## src/rtl/dm_bus_master_pkg.sv

```systemverilog
// Shared encodings for the memory-stage data bus master: access sizes,
// FSM states, bus width and the alignment rule.
package dm_bus_master_pkg;

  localparam int BUS_W = 32;

  localparam logic [1:0] SZ_BYTE = 2'd0;
  localparam logic [1:0] SZ_HALF = 2'd1;
  localparam logic [1:0] SZ_WORD = 2'd2;

  typedef enum logic [1:0] {
    ST_IDLE = 2'd0,
    ST_BUSY = 2'd1,
    ST_DONE = 2'd2
  } state_t;

  // Size code 3 behaves as a word access.
  function automatic logic is_misaligned(input logic [1:0] size, input logic [1:0] addr_lo);
    logic mis;
    case (size)
      SZ_BYTE: mis = 1'b0;
      SZ_HALF: mis = addr_lo[0];
      default: mis = (addr_lo != 2'b00);
    endcase
    return mis;
  endfunction

endpackage

```

## src/rtl/dm_lane_align.sv

```systemverilog
// Byte-lane steering: enables and replicated store data for the request,
// lane selection and extension of read data for the response.
module dm_lane_align
  import dm_bus_master_pkg::*;
(
  input  logic [1:0]       i_req_size,
  input  logic [1:0]       i_req_addr_lo,
  input  logic [BUS_W-1:0] i_req_wdata,
  input  logic [1:0]       i_rsp_size,
  input  logic             i_rsp_sext,
  input  logic [1:0]       i_rsp_addr_lo,
  input  logic [BUS_W-1:0] i_rsp_rdata,
  output logic [3:0]       o_be,
  output logic [BUS_W-1:0] o_wdata,
  output logic [BUS_W-1:0] o_rdata
);

  logic [7:0]  w_byte;
  logic [15:0] w_half;

  assign w_byte = i_rsp_rdata[{i_rsp_addr_lo, 3'b000} +: 8];
  assign w_half = i_rsp_rdata[{i_rsp_addr_lo[1], 4'b0000} +: 16];

  always_comb begin
    o_be    = 4'b1111;
    o_wdata = i_req_wdata;
    case (i_req_size)
      SZ_BYTE: begin
        o_be    = 4'b0001 << i_req_addr_lo;
        o_wdata = {4{i_req_wdata[7:0]}};
      end
      SZ_HALF: begin
        o_be    = 4'b0011 << {i_req_addr_lo[1], 1'b0};
        o_wdata = {2{i_req_wdata[15:0]}};
      end
      default: ;
    endcase
  end

  always_comb begin
    o_rdata = i_rsp_rdata;
    case (i_rsp_size)
      SZ_BYTE: o_rdata = {{24{i_rsp_sext & w_byte[7]}}, w_byte};
      SZ_HALF: o_rdata = {{16{i_rsp_sext & w_half[15]}}, w_half};
      default: ;
    endcase
  end

endmodule

```

## src/rtl/dm_bus_master.sv

```systemverilog
// Memory-stage load/store master: runs one req/ack bus transaction per M-stage
// access, stalls the pipeline meanwhile and returns aligned load data.
module dm_bus_master
  import dm_bus_master_pkg::*;
#(
  parameter int TIMEOUT   = 255,
  parameter int TIMEOUT_W = 8
) (
  input  logic             clk,
  input  logic             rst_n,
  input  logic             i_mem_valid,
  input  logic             i_mem_we,
  input  logic [1:0]       i_mem_size,
  input  logic             i_mem_sext,
  input  logic [BUS_W-1:0] i_mem_addr,
  input  logic [BUS_W-1:0] i_mem_wdata,
  input  logic             i_flush,
  output logic             o_stall,
  output logic [BUS_W-1:0] o_rdata,
  output logic             o_rdata_valid,
  output logic             o_adel,
  output logic             o_ades,
  output logic             o_bus_err,
  output logic             o_bus_req,
  output logic             o_bus_we,
  output logic [BUS_W-1:0] o_bus_addr,
  output logic [3:0]       o_bus_be,
  output logic [BUS_W-1:0] o_bus_wdata,
  input  logic             i_bus_ack,
  input  logic             i_bus_err_in,
  input  logic [BUS_W-1:0] i_bus_rdata
);

  localparam logic [TIMEOUT_W:0] TIMEOUT_L = (TIMEOUT_W+1)'(TIMEOUT);

  state_t               r_state;
  logic [TIMEOUT_W-1:0] r_cnt;
  logic [1:0]           r_size;
  logic                 r_sext;
  logic [1:0]           r_addr_lo;
  logic [BUS_W-1:0]     r_rdata;
  logic                 r_rdata_valid;
  logic                 r_bus_err;
  logic                 r_bus_req;
  logic                 r_bus_we;
  logic [BUS_W-1:0]     r_bus_addr;
  logic [3:0]           r_bus_be;
  logic [BUS_W-1:0]     r_bus_wdata;

  logic                 w_mis;
  logic                 w_start;
  logic [TIMEOUT_W:0]   w_cnt_inc;
  logic [3:0]           w_be;
  logic [BUS_W-1:0]     w_wdata;
  logic [BUS_W-1:0]     w_rdata_ext;

  assign w_mis     = is_misaligned(i_mem_size, i_mem_addr[1:0]);
  // Gated by rst_n so the pipeline is never stalled while held in reset.
  assign w_start   = rst_n & (r_state == ST_IDLE) & i_mem_valid & ~w_mis & ~i_flush;
  assign w_cnt_inc = {1'b0, r_cnt} + 1'b1;

  assign o_adel = i_mem_valid & ~i_mem_we & w_mis;
  assign o_ades = i_mem_valid &  i_mem_we & w_mis;
  assign o_stall = w_start | (r_state == ST_BUSY);

  dm_lane_align u_lane_align (
    .i_req_size    (i_mem_size),
    .i_req_addr_lo (i_mem_addr[1:0]),
    .i_req_wdata   (i_mem_wdata),
    .i_rsp_size    (r_size),
    .i_rsp_sext    (r_sext),
    .i_rsp_addr_lo (r_addr_lo),
    .i_rsp_rdata   (i_bus_rdata),
    .o_be          (w_be),
    .o_wdata       (w_wdata),
    .o_rdata       (w_rdata_ext)
  );

  always_ff @(posedge clk or negedge rst_n) begin
    if (!rst_n) begin
      r_state       <= ST_IDLE;
      r_cnt         <= '0;
      r_size        <= SZ_BYTE;
      r_sext        <= 1'b0;
      r_addr_lo     <= 2'b00;
      r_rdata       <= '0;
      r_rdata_valid <= 1'b0;
      r_bus_err     <= 1'b0;
      r_bus_req     <= 1'b0;
      r_bus_we      <= 1'b0;
      r_bus_addr    <= '0;
      r_bus_be      <= 4'b0000;
      r_bus_wdata   <= '0;
    end else begin
      r_rdata_valid <= 1'b0;
      r_bus_err     <= 1'b0;
      case (r_state)
        ST_IDLE: begin
          if (w_start) begin
            r_bus_req   <= 1'b1;
            r_bus_we    <= i_mem_we;
            r_bus_addr  <= {i_mem_addr[BUS_W-1:2], 2'b00};
            r_bus_be    <= w_be;
            r_bus_wdata <= w_wdata;
            r_size      <= i_mem_size;
            r_sext      <= i_mem_sext;
            r_addr_lo   <= i_mem_addr[1:0];
            r_cnt       <= '0;
            r_state     <= ST_BUSY;
          end
        end
        ST_BUSY: begin
          if (!w_cnt_inc[TIMEOUT_W]) r_cnt <= w_cnt_inc[TIMEOUT_W-1:0];
          // An ack arriving on the final allowed cycle still wins over the timeout.
          if (i_bus_ack) begin
            r_bus_req     <= 1'b0;
            r_bus_err     <= i_bus_err_in;
            r_rdata_valid <= ~r_bus_we;
            if (!r_bus_we) r_rdata <= w_rdata_ext;
            r_state       <= ST_DONE;
          end else if (w_cnt_inc == TIMEOUT_L) begin
            r_bus_req     <= 1'b0;
            r_bus_err     <= 1'b1;
            r_rdata_valid <= ~r_bus_we;
            if (!r_bus_we) r_rdata <= '0;
            r_state       <= ST_DONE;
          end
        end
        ST_DONE: r_state <= ST_IDLE;
        default: r_state <= ST_IDLE;
      endcase
    end
  end

  assign o_rdata       = r_rdata;
  assign o_rdata_valid = r_rdata_valid;
  assign o_bus_err     = r_bus_err;
  assign o_bus_req     = r_bus_req;
  assign o_bus_we      = r_bus_we;
  assign o_bus_addr    = r_bus_addr;
  assign o_bus_be      = r_bus_be;
  assign o_bus_wdata   = r_bus_wdata;

endmodule

```

## config.mk

```make
export PLATFORM = sky130hd
export DESIGN_NAME = dm_bus_master
export DESIGN_NICKNAME = d
export VERILOG_FILES = /design/src/rtl/dm_bus_master_pkg.sv /design/src/rtl/dm_lane_align.sv /design/src/rtl/dm_bus_master.sv
export SDC_FILE = /design/constraint.sdc
export NUM_CORES = 1
export LEC_CHECK = 0
export ABC_AREA = 0
export CAP_MARGIN = 20
export CORE_MARGIN = 3
export CORE_UTILIZATION = 35
export DETAILED_ROUTE_END_ITERATION = 12
export HOLD_SLACK_MARGIN = 0.05
export PLACE_DENSITY = 0.65
export SLEW_MARGIN = 30
export SYNTH_ARGS = -nofsm -noshare
export SYNTH_HDL_FRONTEND = slang
export SYNTH_SLANG_ARGS = --single-unit
```

## constraint.sdc

```tcl
create_clock -name clk -period 2.7 [get_ports clk]
set_input_delay 0.405 -clock clk [delete_from_list [all_inputs] [get_ports clk]]
set_output_delay 0.405 -clock clk [all_outputs]
set_load 0.01 [all_outputs]
```

==> reports/qor.tcl, run 1 <==
set qor(total_switching_power_mw) 3.04
set qor(synth-async-reset-ratio_pct) 100
set qor(timing.critical_path.slowest_cell_delay_ns) 0.60
set qor(r2r-start) {r_cnt[1]}
set qor(power.share.combinational_pct) 39.2
set qor(place_congestion) 0.842
set qor(critical-path-slowest-cell) {sky130_fd_sc_hd__clkdlybuf4s50_1}
set qor(worstSetupStartpoint) {i_mem_size[1]}
set qor(combinational_family_with_the_most_area_after_synthesis) {simple AND/OR/NAND/NOR gates}
set qor(largest_cells_by_area_after_synthesis) {sky130_fd_sc_hd__dfrtp_1, sky130_fd_sc_hd__nand2_1, sky130_fd_sc_hd__mux2i_1}
set qor(layout_worst_path_cycle_share_pct) 91.6
set qor(post_synth_instance_area_sq_mm) 0.00583
set qor(flow.area_growth_from_synthesis_pct) 50.3
set qor(synth-compound-area-share_pct) 17.0
set qor(synth_ff_type) {sky130_fd_sc_hd__dfrtp_1}
set qor(final.fill_count) 1419
set qor(io_pins) 213
set qor(postRouteWirelength_um) 18000
set qor(post_synth_num_cell_types) 54
set qor(antenna_cells) 0
set qor(post_syn_instances) 617
set qor(power_dens_cells_mw_per_mm2) 1060
set qor(yosys-mux-area-fraction_pct) 5.60
set qor(synth_xor_xnor_area_share_pct) 0.451
set qor(required_ns) 2.30
set qor(globalRoute.busiestLayer) {met2}
set qor(timing.fmax_mhz) 404
set qor(global_route.usage.met3_pct) 9.28
set qor(die-height_um) 135
set qor(setup-violations-final) 0
set qor(worst_setup_sp_type) {input port}
set qor(std_cell_rows) 46
set qor(clk_pin_slew_ns) 0.06
set qor(synth_adder_area_share_pct) 0.429
set qor(detailroute.via_count) 5350
set qor(dpl.hpwl_um) 13200
set qor(clkSinkCount) 117
set qor(die-area_sq_mm) 0.0182
set qor(power.static_leakage_nw) 3.89
set qor(setup_tns_ns) 0
set qor(nets) 923
set qor(pin_count_of_the_biggest_net_entering_global_routing) 97
set qor(netSwitchingFraction_pct) 32.7
set qor(mean_cell_area_of_the_mapped_netlist_sq_um) 9.44
set qor(post-cts-setup-buffers) 0
set qor(post-route-cell-area_sq_mm) 0.00876
set qor(timing.critical_path.to_type) {output pin}
set qor(hold_buffers) 0
set qor(ys_seq_elements) 117
set qor(root_buffer) {sky130_fd_sc_hd__clkbuf_16}
set qor(count_of_endpoints_failing_hold_in_the_final_timing_report) 0
set qor(hold_path_class) {input port to asynchronous set/reset pin}
set qor(cp.depth) 5
set qor(tightestPinTransition_ns) 0.837
set qor(post_synthesis_simple_gate_area_fraction_pct) 20.9
set qor(run_status) {finished clean}
set qor(p_int_mw) 6.25
set qor(final_util_pct) 54.3
set qor(drv.max_cap_violation_count) 0
set qor(clock_tree.buffer_depth) 2
set qor(maxSlewHeadroom_pct) 44.2
set qor(drt-wirelength-per-cell_um) 17.3
set qor(number_of_antenna_violations_at_the_first_check_in_global_routing) 0
set qor(critical_path.top_delay_family) {buffers and inverters}
set qor(cts_tree) {done}
set qor(p_clk_share_pct) 27.5
set qor(r2r-end) {o_rdata[10]}
set qor(slew_violations) 0
set qor(drt_first_pass_iters) 5
set qor(share_seq_of_total_power_pct) 33.3
set qor(htree_num_levels) 4
set qor(initial_utilization_pct) 36.2
set qor(cts_inserted_buffers) 17
set qor(period_minus_slack_ns) 2.47
set qor(clock_latency_ns) 0.41
set qor(drt-initial-drc-count) 403
set qor(critical_setup_path_kind) {input port to output pin}
set qor(viasPerCell) 5.12
set qor(path_max_fanout) 3
set qor(synth.top_cell.area_share_pct) 50.2
set qor(cp_buf_inv_count) 2
set qor(post_cts.resized_instances) 0
set qor(rrSetupSlack_ns) 0.73
set qor(global_route_usage_over_all_layers_pct) 20.0
set qor(seq_area_frac_synth_pct) 50.2
set qor(met1_capacity_usage_during_global_routing_pct) 24.3
set qor(vias_in_the_first_global_route) 5427
set qor(synth.yosys.warnings) 0
set qor(numPortBuffers) 210
set qor(r2r.worst_path.cells) 5
set qor(cp_cell_sequence) {clkdlybuf4s50_1 -> a21oi_1 -> o211ai_4 -> nand2_1 -> clkdlybuf4s50_1}
set qor(final_layout_size_suffix_gt1_share_pct) 7.37
set qor(global_route.usage.met2_pct) 31.7
set qor(die-width_um) 135
set qor(rsz0062_at_grt) {no}
set qor(antenna_violating_nets_post_route) 0
set qor(max-vdd-ir-drop_uv) 561
set qor(floorplan.core_area_sq_mm) 0.0161
set qor(grt_total_ovfl) 0
set qor(crit_path_frequent_cell) {sky130_fd_sc_hd__clkdlybuf4s50_1}
set qor(synth-edff-count) 0
set qor(hold-worst-slack_ns) 0.168
set qor(place_area_sq_mm) 0.00808
set qor(route.detailed.drc) 0
set qor(finalClockSkew_ns) 0.00948
set qor(wire_length_of_the_first_global_routing_pass_um) 28700
set qor(cell_type_with_the_highest_aggregate_area_in_the_netlist) {sky130_fd_sc_hd__dfrtp_1}
set qor(timing.critical_path.arrival_ns) 2.07
-- how the worst max path moves through the flow --
stage / to
after floorplan: o_stall
after global placement: o_stall
after detailed placement: r_cnt[3]
after CTS: o_stall
after global routing: o_stall
final: o_stall
-- placed cells by master (no fill, tap or decap), types with 3 or more instances in the layout --
cell / n
sky130_fd_sc_hd__o2bb2ai_1: 10
sky130_fd_sc_hd__nor2_1: 27
sky130_fd_sc_hd__o21ai_0: 28
sky130_fd_sc_hd__clkbuf_16: 17
sky130_fd_sc_hd__a22o_1: 5
sky130_fd_sc_hd__a311oi_1: 7
sky130_fd_sc_hd__a32o_1: 16
sky130_fd_sc_hd__nand3b_1: 7
sky130_fd_sc_hd__a21o_1: 3
sky130_fd_sc_hd__bufinv_16: 6
sky130_fd_sc_hd__a32oi_1: 7
sky130_fd_sc_hd__clkdlybuf4s50_1: 209
sky130_fd_sc_hd__dfrtp_1: 117
sky130_fd_sc_hd__nand3_1: 3
sky130_fd_sc_hd__a21oi_1: 18
sky130_fd_sc_hd__o22ai_1: 4
sky130_fd_sc_hd__nor3_1: 9
sky130_fd_sc_hd__nand2b_1: 28
sky130_fd_sc_hd__clkinv_2: 4
sky130_fd_sc_hd__a222oi_1: 7
sky130_fd_sc_hd__nor2b_1: 5
sky130_fd_sc_hd__mux2i_1: 29
sky130_fd_sc_hd__nand2_1: 185
sky130_fd_sc_hd__o211a_1: 3
sky130_fd_sc_hd__inv_1: 15
sky130_fd_sc_hd__clkinvlp_4: 3
sky130_fd_sc_hd__and2_1: 3
sky130_fd_sc_hd__buf_4: 12
-- flip-flops by register name (all words and copies together), names as in the netlist --
| signal | count |
|---|---|
| o_bus_wdata | 32 |
| o_rdata | 32 |
| o_bus_addr | 30 |
| r_cnt | 8 |
| o_bus_be | 4 |
| r_addr_lo | 2 |
| r_size | 2 |
| r_state | 2 |
| o_bus_err | 1 |
| o_bus_req | 1 |
| o_bus_we | 1 |
| o_rdata_valid | 1 |
| r_sext | 1 |
-- synthesized netlist by cell type (3+ instances only) --
cell,count
sky130_fd_sc_hd__and2_1,3
sky130_fd_sc_hd__a32o_1,16
sky130_fd_sc_hd__buf_6,6
sky130_fd_sc_hd__nand2b_1,28
sky130_fd_sc_hd__inv_1,15
sky130_fd_sc_hd__a32oi_1,7
sky130_fd_sc_hd__nand2_1,185
sky130_fd_sc_hd__o211a_1,3
sky130_fd_sc_hd__dfrtp_1,117
sky130_fd_sc_hd__nor2_1,28
sky130_fd_sc_hd__a21o_1,3
sky130_fd_sc_hd__o2bb2ai_1,10
sky130_fd_sc_hd__a222oi_1,7
sky130_fd_sc_hd__a21oi_1,18
sky130_fd_sc_hd__clkbuf_1,15
sky130_fd_sc_hd__nand3b_1,7
sky130_fd_sc_hd__a311oi_1,7
sky130_fd_sc_hd__buf_2,22
sky130_fd_sc_hd__a22o_1,5
sky130_fd_sc_hd__mux2i_1,29
sky130_fd_sc_hd__o21ai_0,28
sky130_fd_sc_hd__nand3_1,3
sky130_fd_sc_hd__o22ai_1,4
sky130_fd_sc_hd__nor2b_1,5
sky130_fd_sc_hd__nor3_1,9
-- metal layers --
| metal | part of all wire [%] | up-vias |
|---|---|---|
| met5 | 0 | - |
| met3 | 11 | 28 |
| met4 | 1.7 | 0 |
| met1 | 41 | 2532 |
| met2 | 47 | 258 |
| li1 | - | 2532 |
-- stage by stage --
| stage | total power, mW | cells | worst slack, ns |
|---|---|---|---|
| 6_report | 9.30 | 1044 | 0.227 |
| 5_1_grt | 9.86 | 1044 | 0.118 |
| 4_1_cts | 9.39 | 1044 | 0.219 |
| 3_5_place_dp | 6.77 | 1012 | 0.217 |
| 3_3_place_gp | 6.68 | 1012 | 0.263 |
| 2_1_floorplan | 4.74 | 618 | 0.918 |
-- cell families after synthesis --
group,count (synthesis)
AO/OA/AOI/OAI,125
XOR/XNOR,3
adder cells (fa/ha/maj),2
buffers and inverters,60
flip-flops,117
multiplexers,32
other,1
AND/OR/NAND/NOR,277
-- final cells by class --
type / count / area [sq um] / area share [%]
clock buffer: 18 / 439 / 5.02
inverter: 15 / 56.3 / 0.643
sequential: 117 / 2930 / 33.4
tap: 216 / 270 / 3.09
multi-input combinational: 441 / 2610 / 29.8
timing repair buffer: 223 / 2220 / 25.4
clock inverter: 14 / 231 / 2.64
-- worst reg2reg max path, cell delays in order, from the launching register on --
cell and delay [ns]:
sky130_fd_sc_hd__dfrtp_1 0.41, sky130_fd_sc_hd__ha_1 0.36, sky130_fd_sc_hd__nand3_2 0.20, sky130_fd_sc_hd__o31ai_4 0.28, sky130_fd_sc_hd__o211a_1 0.41, sky130_fd_sc_hd__a32oi_1 0.17
-- power groups by stage --
stage	clock network [mW]	registers, mW	logic [mW]
final	2.56	3.10	3.64
after global routing	2.68	3.21	3.98
after CTS	2.61	3.10	3.68
after detailed placement	0	3.11	3.66
after global placement	0	3.08	3.60
after floorplan	0	3.27	1.47
Power figures use the tool's default switching activity.
==> inputs of run 2 (changes only) <==
--- a/config.mk
+++ b/config.mk
@@ -6,7 +6,7 @@
 export NUM_CORES = 1
 export LEC_CHECK = 0
 export ABC_AREA = 0
-export CAP_MARGIN = 20
+export CAP_MARGIN = 40
 export CORE_MARGIN = 3
 export CORE_UTILIZATION = 35
 export DETAILED_ROUTE_END_ITERATION = 12
==> run 2 against run 1 <==
Effect of this change:
- non-clock buffer count grew 2
- final area decreased by 0.51%
- hold slack better by 0.0054 ns
- sequential share of layout area increased by 0.17 points
- utilization is 0.28 points lower
- register-to-register slack about the same
- first-iteration DRC count shrank 12%
- clock power shrank 11%
- worst setup slack improved by 0.013 ns
- die area stayed put
- total power fell by 2.7%
==> reports/qor.tcl, run 2 (same netlist as run 1, synthesis figures left out) <==
set qor(run_status) {finished clean}
set qor(die-width_um) 135 ;# unchanged
set qor(p_clk_share_pct) 25.2 ;# -2.3 points
set qor(detailroute.via_count) 5300 ;# -0.93%
set qor(hold-worst-slack_ns) 0.173 ;# +0.00541 ns
set qor(setup-violations-final) 0 ;# unchanged
set qor(power.share.combinational_pct) 40.5 ;# +1.3 points
set qor(finalClockSkew_ns) 0.0163 ;# +0.00684 ns
set qor(std_cell_rows) 46 ;# unchanged
set qor(floorplan.core_area_sq_mm) 0.0161 ;# unchanged
set qor(area_taken_by_flip_flops_and_latches_sq_mm) 0.00293 ;# unchanged
set qor(r2r-end) {o_rdata[10]}
set qor(post_cts.resized_instances) 0 ;# unchanged
set qor(htree_num_levels) 4 ;# unchanged
set qor(layout_commonest_cell) {sky130_fd_sc_hd__clkdlybuf4s50_1}
set qor(io_pins) 213 ;# unchanged
set qor(timing.critical_path.to_type) {output pin}
set qor(initial_utilization_pct) 36.2 ;# unchanged
set qor(clk_pin_slew_ns) 0.06 ;# about the same
set qor(flow.area_growth_from_synthesis_pct) 49.5
set qor(global_route_usage_over_all_layers_pct) 19.9 ;# -0.056 points
set qor(viasPerCell) 5.07 ;# -1.0%
set qor(drt-wirelength-per-cell_um) 17.3 ;# +0.13%
set qor(tightestPinTransition_ns) 0.681 ;# -0.156 ns
set qor(grt_total_ovfl) 0 ;# unchanged
set qor(share_seq_of_total_power_pct) 34.3 ;# +1.0 points
set qor(power.static_leakage_nw) 3.88 ;# -0.28%
set qor(clock_tree.buffer_depth) 2 ;# unchanged
set qor(rsz0062_at_grt) {no}
set qor(wire_length_of_the_first_global_routing_pass_um) 28500 ;# -0.48%
set qor(setup_tns_ns) 0 ;# unchanged
set qor(dpl.hpwl_um) 13300 ;# +0.47%
set qor(root_buffer) {sky130_fd_sc_hd__clkbuf_16}
set qor(numPortBuffers) 210 ;# unchanged
set qor(timing.fmax_mhz) 406 ;# +0.51%
set qor(report.power.total_mw) 9.04 ;# -2.7%
set qor(total_switching_power_mw) 3.02 ;# -0.83%
set qor(max-vdd-ir-drop_uv) 499 ;# -11%
set qor(nets) 925 ;# +0.22%
set qor(drt_first_pass_iters) 5 ;# unchanged
set qor(antenna_cells) 0 ;# unchanged
set qor(slew_violations) 0 ;# unchanged
set qor(timing.critical_path.arrival_ns) 2.06 ;# about the same
set qor(cts_inserted_buffers) 17 ;# unchanged
set qor(netSwitchingFraction_pct) 33.4 ;# +0.64 points
set qor(area_occupied_by_multi_input_gates_sq_mm) 0.00261 ;# about the same
set qor(p_int_mw) 6.03 ;# -3.7%
set qor(path_max_fanout) 3 ;# unchanged
set qor(place_congestion) 0.842 ;# unchanged
set qor(critical_setup_path_kind) {input port to output pin}
set qor(drv.max_cap_violation_count) 0 ;# unchanged
set qor(number_of_antenna_violations_at_the_first_check_in_global_routing) 0 ;# unchanged
set qor(cts_tree) {done}
set qor(postRouteWirelength_um) 18100 ;# +0.23%
set qor(pin_count_of_the_biggest_net_entering_global_routing) 97 ;# unchanged
set qor(post-cts-setup-buffers) 0 ;# unchanged
set qor(r2r.worst_path.cells) 5 ;# unchanged
set qor(most-common-layout-cells) {sky130_fd_sc_hd__clkdlybuf4s50_1, sky130_fd_sc_hd__nand2_1, sky130_fd_sc_hd__dfrtp_1}
set qor(drt-initial-drc-count) 354 ;# -12%
set qor(die-height_um) 135 ;# unchanged
set qor(r2r-start) {r_cnt[1]}
set qor(die-area_sq_mm) 0.0182 ;# unchanged
set qor(power_dens_cells_mw_per_mm2) 1040 ;# -2.2%
set qor(clock_latency_ns) 0.42 ;# about the same
set qor(count_of_endpoints_failing_hold_in_the_final_timing_report) 0 ;# unchanged
set qor(antenna_violating_nets_post_route) 0 ;# unchanged
set qor(period_minus_slack_ns) 2.46 ;# -0.0126 ns
set qor(maxSlewHeadroom_pct) 54.6 ;# +10 points
set qor(final_layout_size_suffix_gt1_share_pct) 7.12 ;# -0.25 points
set qor(worst_setup_sp_type) {input port}
set qor(clkSinkCount) 117 ;# unchanged
set qor(vias_in_the_first_global_route) 5441 ;# +0.26%
set qor(route.detailed.drc) 0 ;# unchanged
set qor(worstSetupStartpoint) {i_mem_size[1]}
set qor(hold_path_class) {input port to asynchronous set/reset pin}
set qor(rrSetupSlack_ns) 0.72 ;# about the same
set qor(hold_buffers) 0 ;# unchanged
set qor(required_ns) 2.30 ;# about the same
set qor(layout_worst_path_cycle_share_pct) 91.1 ;# -0.47 points
set qor(final.fill_count) 1440 ;# +1.5%
==> run 2: power by group through the flow <==
stage               combinational [mW]  clock (mW)  sequential, mW
finish                            3.66        2.28            3.10
floorplan                         1.47           0            3.27
detailed placement                3.67           0            3.11
CTS                               3.69        2.34            3.10
global route                      3.99        2.41            3.20
global placement                  3.60           0            3.08
==> run 2: metal layers <==
metal  vias to the layer above  routed length [um]  global-route usage [%]
met1                      2508                7430                    24.3
met3                        26                1910                    8.64
met5                         -                   0                       0
li1                       2531                   -                       -
met2                       235                8260                    31.2
met4                         0                 456                    7.67
==> run 2: how the worst max path moves through the flow <==
stage | end | slack (ns) | depth (start not counted)
floorplan | o_stall | 0.92 | 6
global placement | o_stall | 0.26 | 5
detailed placement | r_cnt[3] | 0.22 | 7
CTS | o_stall | 0.22 | 5
global route | o_stall | 0.11 | 5
finish | o_stall | 0.24 | 5
==> run 2: area by class of cell <==
type	count	share of cell area [%]
clock inverter	9	1.45
multi-input combinational	441	29.9
clock buffer	22	5.44
tap	216	3.10
inverter	15	0.646
timing repair buffer	225	25.8
sequential	117	33.6
==> run 2: metrics by stage <==
stage | cell area, sq um | utilization, % | std cells | worst slack (ns)
after floorplan | 5830 | - | 618 | 0.918
after global placement | 8080 | 50.2 | 1012 | 0.263
after detailed placement | 8090 | 50.2 | 1013 | 0.221
after CTS | 8690 | 53.9 | 1044 | 0.219
after global routing | 8710 | 54.1 | 1045 | 0.111
final | 8710 | 54.1 | 1045 | 0.239
==> run 2: critical path, cell delays in order <==
cell and delay (ns):
sky130_fd_sc_hd__clkdlybuf4s50_1 0.44, sky130_fd_sc_hd__a21oi_1 0.39, sky130_fd_sc_hd__o211ai_4 0.14, sky130_fd_sc_hd__nand2_1 0.08, sky130_fd_sc_hd__clkdlybuf4s50_1 0.59
==> inputs of run 3 (changes only) <==
--- a/config.mk
+++ b/config.mk
@@ -9,6 +9,7 @@
 export CAP_MARGIN = 40
 export CORE_MARGIN = 3
 export CORE_UTILIZATION = 35
+export CTS_CLUSTER_SIZE = 28
 export DETAILED_ROUTE_END_ITERATION = 12
 export HOLD_SLACK_MARGIN = 0.05
 export PLACE_DENSITY = 0.65
==> results of run 3 <==
No change in the layout: final DEF, timing and power equal those of run 2.
